--- config.mk ---
export PLATFORM = sky130hd
export DESIGN_NAME = inst_fetch
export DESIGN_NICKNAME = d
export VERILOG_FILES = /design/src/rtl/inst_fetch_pkg.sv /design/src/rtl/inst_fetch.sv
export SDC_FILE = /design/constraint.sdc
export NUM_CORES = 1
export LEC_CHECK = 0
export CORE_MARGIN = 2
export CORE_UTILIZATION = 50
export CTS_CLUSTER_SIZE = 10
export DETAILED_ROUTE_END_ITERATION = 10
export GPL_ROUTABILITY_DRIVEN = 0
export PLACE_DENSITY = 0.81
export SYNTH_ARGS = -nofsm -noshare
export SYNTH_HDL_FRONTEND = slang
export SYNTH_SLANG_ARGS = --single-unit
export TNS_END_PERCENT = 30
--- constraint.sdc ---
create_clock -name clk -period 2.4 [get_ports clk]
set_input_delay 0.72 -clock clk [delete_from_list [all_inputs] [get_ports clk]]
set_output_delay 0.72 -clock clk [all_outputs]
set_load 0.005 [all_outputs]
--- src/rtl/inst_fetch_pkg.sv ---
// Shared fetch/decode types: packets crossing the IF/DEC boundary, fetch FSM
// states and the canonical NOP encoding.
package inst_fetch_pkg;

    localparam logic [31:0] NOP = 32'h0000_0013;

    typedef enum logic [1:0] {
        IDLE = 2'd0,
        REQ  = 2'd1,
        HOLD = 2'd2
    } fetch_state_t;

    typedef struct packed {
        logic [29:0] pc;
        logic        pcValid;
    } dec2ifPkt;

    typedef struct packed {
        logic [29:0] pc;
        logic [31:0] inst32;
        logic        instValid;
    } if2decPkt;

endpackage

--- src/rtl/inst_fetch.sv ---
// Single-outstanding instruction fetch unit with a one-entry stall hold buffer
// and flush-with-drop handling of an in-flight memory response.
//
// state | meaning
// IDLE  | no request outstanding, waiting for a valid PC
// REQ   | request on imem, address held stable until ack
// HOLD  | response captured while decode is stalled
import inst_fetch_pkg::*;

module inst_fetch (
    input  logic        clk,
    input  logic        rst,
    input  logic        stall,
    input  logic        flush_i,
    input  dec2ifPkt    dec2if_i,
    output if2decPkt    if2dec_o,
    output logic        imem_req_o,
    output logic [29:0] imem_addr_o,
    input  logic        imem_ack_i,
    input  logic [31:0] imem_rdata_i
);

    fetch_state_t state;
    logic         drop_q;
    logic         pend_valid_q;
    logic [29:0]  pend_pc_q;
    logic         buf_valid_q;
    logic [29:0]  buf_pc_q;
    logic [31:0]  buf_inst_q;
    logic         xfer;

    assign xfer = imem_req_o && imem_ack_i;

    always_ff @(posedge clk) begin
        if (!rst) begin
            state        <= IDLE;
            imem_req_o   <= 1'b0;
            imem_addr_o  <= '0;
            drop_q       <= 1'b0;
            pend_valid_q <= 1'b0;
            pend_pc_q    <= '0;
            buf_valid_q  <= 1'b0;
            buf_pc_q     <= '0;
            buf_inst_q   <= '0;
            if2dec_o     <= '{pc: '0, inst32: NOP, instValid: 1'b0};
        end else begin
            // Bubble by default; a delivery below overrides it.
            if (flush_i || !stall) begin
                if2dec_o.inst32    <= NOP;
                if2dec_o.instValid <= 1'b0;
            end

            case (state)
                IDLE: begin
                    if (dec2if_i.pcValid) begin
                        imem_addr_o <= dec2if_i.pc;
                        imem_req_o  <= 1'b1;
                        state       <= REQ;
                    end
                end

                REQ: begin
                    if (xfer) begin
                        if (flush_i || drop_q) begin
                            drop_q       <= 1'b0;
                            pend_valid_q <= 1'b0;
                            // A fresh flush supersedes any PC remembered from an earlier one.
                            if (dec2if_i.pcValid && (flush_i || !pend_valid_q)) begin
                                imem_addr_o <= dec2if_i.pc;
                            end else if (pend_valid_q && !flush_i) begin
                                imem_addr_o <= pend_pc_q;
                            end else begin
                                imem_req_o <= 1'b0;
                                state      <= IDLE;
                            end
                        end else if (stall) begin
                            buf_valid_q <= 1'b1;
                            buf_pc_q    <= imem_addr_o;
                            buf_inst_q  <= imem_rdata_i;
                            imem_req_o  <= 1'b0;
                            state       <= HOLD;
                        end else begin
                            if2dec_o <= '{pc: imem_addr_o, inst32: imem_rdata_i, instValid: 1'b1};
                            if (dec2if_i.pcValid) begin
                                imem_addr_o <= dec2if_i.pc;
                            end else begin
                                imem_req_o <= 1'b0;
                                state      <= IDLE;
                            end
                        end
                    end else if (flush_i) begin
                        drop_q       <= 1'b1;
                        pend_valid_q <= dec2if_i.pcValid;
                        pend_pc_q    <= dec2if_i.pc;
                    end
                end

                HOLD: begin
                    if (flush_i || !stall) begin
                        buf_valid_q <= 1'b0;
                        if (!flush_i) begin
                            if2dec_o <= '{pc: buf_pc_q, inst32: buf_inst_q, instValid: 1'b1};
                        end
                        if (dec2if_i.pcValid) begin
                            imem_addr_o <= dec2if_i.pc;
                            imem_req_o  <= 1'b1;
                            state       <= REQ;
                        end else begin
                            state <= IDLE;
                        end
                    end
                end

                default: begin
                    imem_req_o <= 1'b0;
                    state      <= IDLE;
                end
            endcase
        end
    end

endmodule
After elaboration in Yosys (flattened, before gate mapping)
Index checks and enable logic that the tools add are counted.
Word-level totals
  output and inout port bits: 94
  word-level logic and storage cells: 86
  input bits: 68
  flip-flop bits (word level): 190
Operators by class
  bitwise logic cells: 2
  mux-type cells: 39
  eq/ne operators: 14
  reductions and logical operators: 20
Operator list (number)
  two-way mux 63 bit: 5
  two-way mux 30 bit: 7
  case mux 63 bit (2 select lines): 1
  case mux 30 bit (3 select lines): 1
  two-way mux 33 bit: 1
  two-way mux 2 bit: 8
  two-way mux 1 bit: 14
  != test 2 bit (second input constant): 6
  AND reduction 6 bit: 2
  AND reduction 5 bit: 2
  != test 3 bit (second input constant): 3
  != test 4 bit (second input constant): 2
  case mux 2 bit (3 select lines): 1
  AND reduction 3 bit: 2
  AND reduction 4 bit: 1
  nonzero test 2 bit: 2
  logical AND 1 bit: 3
  zero test 1 bit: 3
  logical OR 1 bit: 3
  case mux 1 bit (3 select lines): 1
  nonzero test 3 bit: 1
  equality test 2 x 1 -> 1 bit (second input constant): 1
  equality test 2 bit (second input constant): 1
  zero test 2 bit: 1
  other kinds (2): 3

Longest topological paths before layout
  depth after elaboration: 7
  gate-level depth with buffers: 9
  depth with buffers taken out: 7

Worst setup path before layout
No wires, ideal clock.
  path type: input -> register
  from: input flush_i
  to: register if2dec_o[0] (netlist bit)
  cell stages on the path: 7
  data required time: 2.333 ns
  slack: 0.450 ns
  library setup time: 0.067 ns
  path buffers: 2
  arrival time: 1.882 ns
  cells stage by stage: or2_1 buf_2 or3_4 nor2_8 buf_6 o21ai_2 a21oi_2
On the way
  cells in the longest elaborated chain, start to end: 6
  elaborated cells between the ends (all ways): 9
  classes of those cells: mux: 7; reduce/logical: 2
Ends and longest elaborated chain
  from (decl): RTL line inst_fetch.sv:14  | input logic flush_i,
  logical OR 1 bit: RTL line inst_fetch.sv:48, inst_fetch.sv:99
  two-way mux 33 bit: RTL line inst_fetch.sv:48  | if (flush_i || !stall) begin
  two-way mux 63 bit: RTL line inst_fetch.sv:76  | end else if (stall) begin
  two-way mux 63 bit: RTL line inst_fetch.sv:64  | if (flush_i || drop_q) begin
  two-way mux 63 bit: RTL line inst_fetch.sv:63  | if (xfer) begin
  case mux 63 bit (2 select lines) *: RTL line inst_fetch.sv:53  | case (state)
  to (signal assigned): RTL line inst_fetch.sv:45  | if2dec_o <= '{pc: '0, inst32: NOP, instValid: 1'b0};
  to (signal assigned): RTL line inst_fetch.sv:83  | if2dec_o <= '{pc: imem_addr_o, inst32: imem_rdata_i, instValid: 1'b1};
  to (signal assigned): RTL line inst_fetch.sv:102  | if2dec_o <= '{pc: buf_pc_q, inst32: buf_inst_q, instValid: 1'b1};
  to (decl): RTL line inst_fetch.sv:16  | output if2decPkt if2dec_o,
Every way passes the cells marked *; elsewhere a longest branch is shown, timed or not. The select of a mux whose other input is x is not followed.
A chain may end at the register's enable or synchronous reset.

Worst setup path in the final report
  from: register imem_req_o
  to: output imem_req_o
RTL lines
  from (decl): RTL line inst_fetch.sv:17  | output logic imem_req_o,
  from (signal assigned): RTL line inst_fetch.sv:37  | imem_req_o <= 1'b0;
  from (signal assigned): RTL line inst_fetch.sv:57  | imem_req_o <= 1'b1;
  from (signal assigned): RTL line inst_fetch.sv:73  | imem_req_o <= 1'b0;
No word-level cell between the ends.

==> results.py <==
metrics = {
    "critical_path": {
        "regToRegSetupSlack_ps": 290,
        "cp_top_family": "buffers and inverters",
        "critPathKind": "reg -> out",
        "r2r-end": "state[0]$_SDFFE_PN0P_",
        "cp_slowest_cell": "clkdlybuf4s50_1",
        "crit_fanout": 7,
        "endpoint_kind": "output port",
        "r2r_start": "state[1]$_SDFFE_PN0P_",
        "critPathCapture": "imem_req_o",
        "worst_path_largest_cell_delay_ps": 560,
        "cp-start-kind": "flop",
        "cp-startpoint": "imem_req_o$_SDFFE_PN0P_",
        "path_buf_inv": 1,
        "reg2reg_depth": 7,
        "crit_chain": "clkdlybuf4s50_1",
        "arrival_ps": 1490,
        "crit_required_ps": 1680,
        "path_depth": 1,
    },
    "final_layout": {
        "final_util_pct": 68.50,
        "regArea_sq_um": 3804,
        "fin_area_sq_um": 9918,
        "area_growth_pct": 34.42,
        "fin_nets": 1108,
        "nFillCells": 1127,
        "drive_gt1_share_pct": 7.150,
        "multi_input_area_sq_um": 3203,
        "n_antenna_cell": 0,
    },
    "timing": {
        "fin_ws_ps": 192.0,
        "setup_viol_count_final": 0,
        "finalHoldViolations": 0,
        "fin_worst_skew_ps": 5.335,
        "period_share_pct": 92.00,
        "finalSetupTns_ps": 0,
        "max_clock_freq_mhz": 452.9,
        "worstMarginPinSlew_ps": 692.1,
        "finalCriticalPeriod_ps": 2208,
        "holdWs_ps": 446.5,
        "drv_slew": 0,
        "rsz0062_at_grt": "no",
        "slew_headroom_pct": 53.75,
    },
    "floorplan": {
        "fp.dieW_um": 125.5,
        "core_sq_um": 14480,
        "start_util_pct": 50.96,
        "dieHeight_um": 125.5,
        "row_count": 44,
        "io_pins": 162,
        "dieArea_sq_um": 15740,
    },
    "drt": {
        "m1WireLength_um": 8518,
        "firstDrtPassIters": 5,
        "met2_length_um": 9158,
        "drt_iter0_drc": 462,
        "topRoutingLayerUsed": "met4",
        "vias_per_cell": 5.483,
        "ant_nets": 0,
        "drc": 0,
        "dr_wl_met3_um": 1330,
        "routedWlPerCell_um": 15.73,
        "wl_um": 19400,
        "vias": 6761,
    },
    "run_status": {
        "status": "completed",
    },
    "clock_network": {
        "cts-root-buf": "clkbuf_16",
        "numCtsBuffers": 17,
        "clk_path_buf_depth": 2,
        "cts.clk_slew.worst_paths_ps": 70,
        "htreeDepth": 4,
        "clock_latency_ps": 430,
        "cts.sinks": 190,
        "cts_tree": "yes",
        "holdBufCountCts": 0,
    },
    "logic_synthesis": {
        "syn_nets": 971,
        "yosysSeqAreaShare_pct": 51.55,
        "synth_cells": 899,
        "ys_ff_latch": 190,
        "synth_area_sq_um": 7378,
        "postSynthAreaPerCell_sq_um": 8.207,
        "ys_types": 38,
        "synth_top_cell_by_area": "dfxtp_1",
        "synth_area_leaders": "dfxtp_1 (52%), nand2_1 (13%), a21oi_1 (6.7%)",
        "yosysTopAreaCellShare_pct": 51.55,
        "ys_warn_count": 0,
    },
    "placed_design": {
        "place_area_sq_um": 9320,
        "port-buffer-count": 161,
        "pre_cts_slack_ps": -380.7,
        "place_hpwl_um": 12370,
    },
    "power": {
        "p_int_mw": 5.220,
        "ir_worst_vdd_uv": 510.7,
        "p_leak_nw": 3.281,
        "switching_share_pct": 24.20,
        "combPwrFrac_pct": 10.4,
        "powerDensity_nw_per_um2": 694.3,
        "p_seq_share_pct": 48.7,
        "switching_power_mw": 1.666,
        "clock_power_share_pct": 40.9,
    },
    "global_route": {
        "grt_pass1_vias": 6268,
        "antenna_found_initial": 0,
        "grt_use_total_pct": 24.44,
        "grt_pass1_wl_um": 31750,
        "grt_max_degree": 122,
        "grt_overflow": 0,
    },
    "min_path": {
        "hp-class": "reg -> reg",
        "hold_start": "if2dec_o[29]$_SDFF_PN0_",
    },
    "job": {
        "cap_violations": 0,
    },
}
cells in the mapped netlist:
| library cell | instances |
|---|---|
| a311oi_1 | 2 |
| buf_4 | 1 |
| and2_1 | 1 |
| nor2_8 | 1 |
| a2bb2oi_4 | 1 |
| mux2i_1 | 1 |
| nor2b_1 | 4 |
| dfxtp_1 | 190 |
| a21o_1 | 2 |
| a21oi_1 | 99 |
| a21oi_2 | 1 |
| nor4bb_1 | 1 |
| or4b_1 | 1 |
| o211ai_2 | 1 |
| or2_1 | 1 |
| o21ai_0 | 12 |
| nand2_2 | 1 |
| a31oi_1 | 4 |
| clkbuf_1 | 41 |
| and3_1 | 5 |
| ha_1 | 4 |
| o21ai_1 | 61 |
| nand4b_1 | 1 |
| inv_1 | 11 |
| nor2_2 | 1 |
| or3_4 | 1 |
| buf_6 | 6 |
| and4_1 | 1 |
| nand2b_1 | 6 |
| o22ai_1 | 30 |
| nand2b_4 | 1 |
| buf_2 | 26 |
| a211oi_1 | 27 |
| nand3_1 | 4 |
| o21ai_2 | 1 |
| nand2_1 | 252 |
| a22oi_1 | 59 |
| nor2_1 | 37 |
per-layer routing:
metal,track usage (%),vias to the layer above
met5,0,-
met4,9.216,0
met3,3.851,27
met2,38.70,248
met1,33.78,3115
li1,-,3371
worst reg2reg max path: stages (launching register included):
cell and delay [ps]:
dfxtp_1 380, inv_1 80, ha_1 280, buf_4 220, inv_1 290, o211ai_2 140
or4b_1 500, a21oi_1 150
power groups by stage:
stage / logic, mW / clock network (mW) / registers [mW]
final: 0.715 / 2.82 / 3.35
after global routing: 0.772 / 2.98 / 3.36
after CTS: 0.713 / 2.85 / 3.35
after detailed placement: 0.707 / 0 / 3.42
after global placement: 0.700 / 0 / 3.42
after floorplan: 0.316 / 0 / 3.39
area by class of cell:
class	count	area share, %
Sequential cell	190	38.35
Clock buffer	21	4.642
Tap cell	184	2.321
Clock inverter	11	1.337
Timing Repair Buffer	192	20.61
Multi-Input combinational cell	624	32.29
Inverter	11	0.4415
layout by cell type, fill, tap and decap left out, types with 2 or more instances in the layout:
master / instances
a211oi_1: 27
a21o_1: 2
a21oi_1: 99
a22oi_1: 59
a311oi_1: 2
a31oi_1: 4
and3_1: 5
buf_12: 16
buf_4: 15
bufinv_16: 2
clkbuf_1: 2
clkbuf_16: 17
clkbuf_8: 2
clkdlybuf4s50_1: 161
clkinv_2: 2
clkinv_4: 4
dfxtp_1: 190
ha_1: 4
inv_1: 10
nand2_1: 252
nand2b_1: 6
nand3_1: 3
nor2_1: 35
nor2_4: 3
nor2b_1: 4
o21ai_0: 12
o21ai_1: 60
o21ai_2: 2
o22ai_1: 30
cells by family after synthesis:
group                    synth area share (%)
AO/OA/AOI/OAI                           24.50
adder cells (fa/ha/maj)                0.6783
buffers and inverters                   5.426
flip-flops                              51.55
multiplexers                           0.1357
AND/OR/NAND/NOR                         17.70
what timing repair did:
action,CTS,global route
hold endpoints to repair,0,0
setup endpoints to repair,0,30
resized for setup,0,1
buffers inserted,0,0
worst min-delay path by stage:
| stage | end | slack, ps | depth (start not counted) |
|---|---|---|---|
| after global placement | if2dec_o[17]$_SDFF_PN0_ | 430 | 2 |
| after detailed placement | if2dec_o[39]$_SDFFE_PN0P_ | 440 | 2 |
| final | if2dec_o[29]$_SDFF_PN0_ | 450 | 2 |
| after floorplan | buf_inst_q[0]$_SDFFE_PN0P_ | 430 | 2 |
| after CTS | if2dec_o[39]$_SDFFE_PN0P_ | 450 | 2 |
| after global routing | if2dec_o[39]$_SDFFE_PN0P_ | 460 | 2 |
flip-flops by register name, indices dropped and copies added (netlist names):
signal	flops
buf_inst_q	32
imem_req_o	1
if2dec_o	63
buf_pc_q	30
pend_pc_q	30
pend_valid_q	1
imem_addr_o	30
drop_q	1
state	2
per-stage QoR:
step	total power, mW	cells
2_1_floorplan	3.701	899
3_3_place_gp	4.118	1201
3_5_place_dp	4.128	1201
5_1_grt	7.119	1233
6_report	6.887	1233
4_1_cts	6.916	1233
Note: power is estimated with default switching activity, not from simulation.
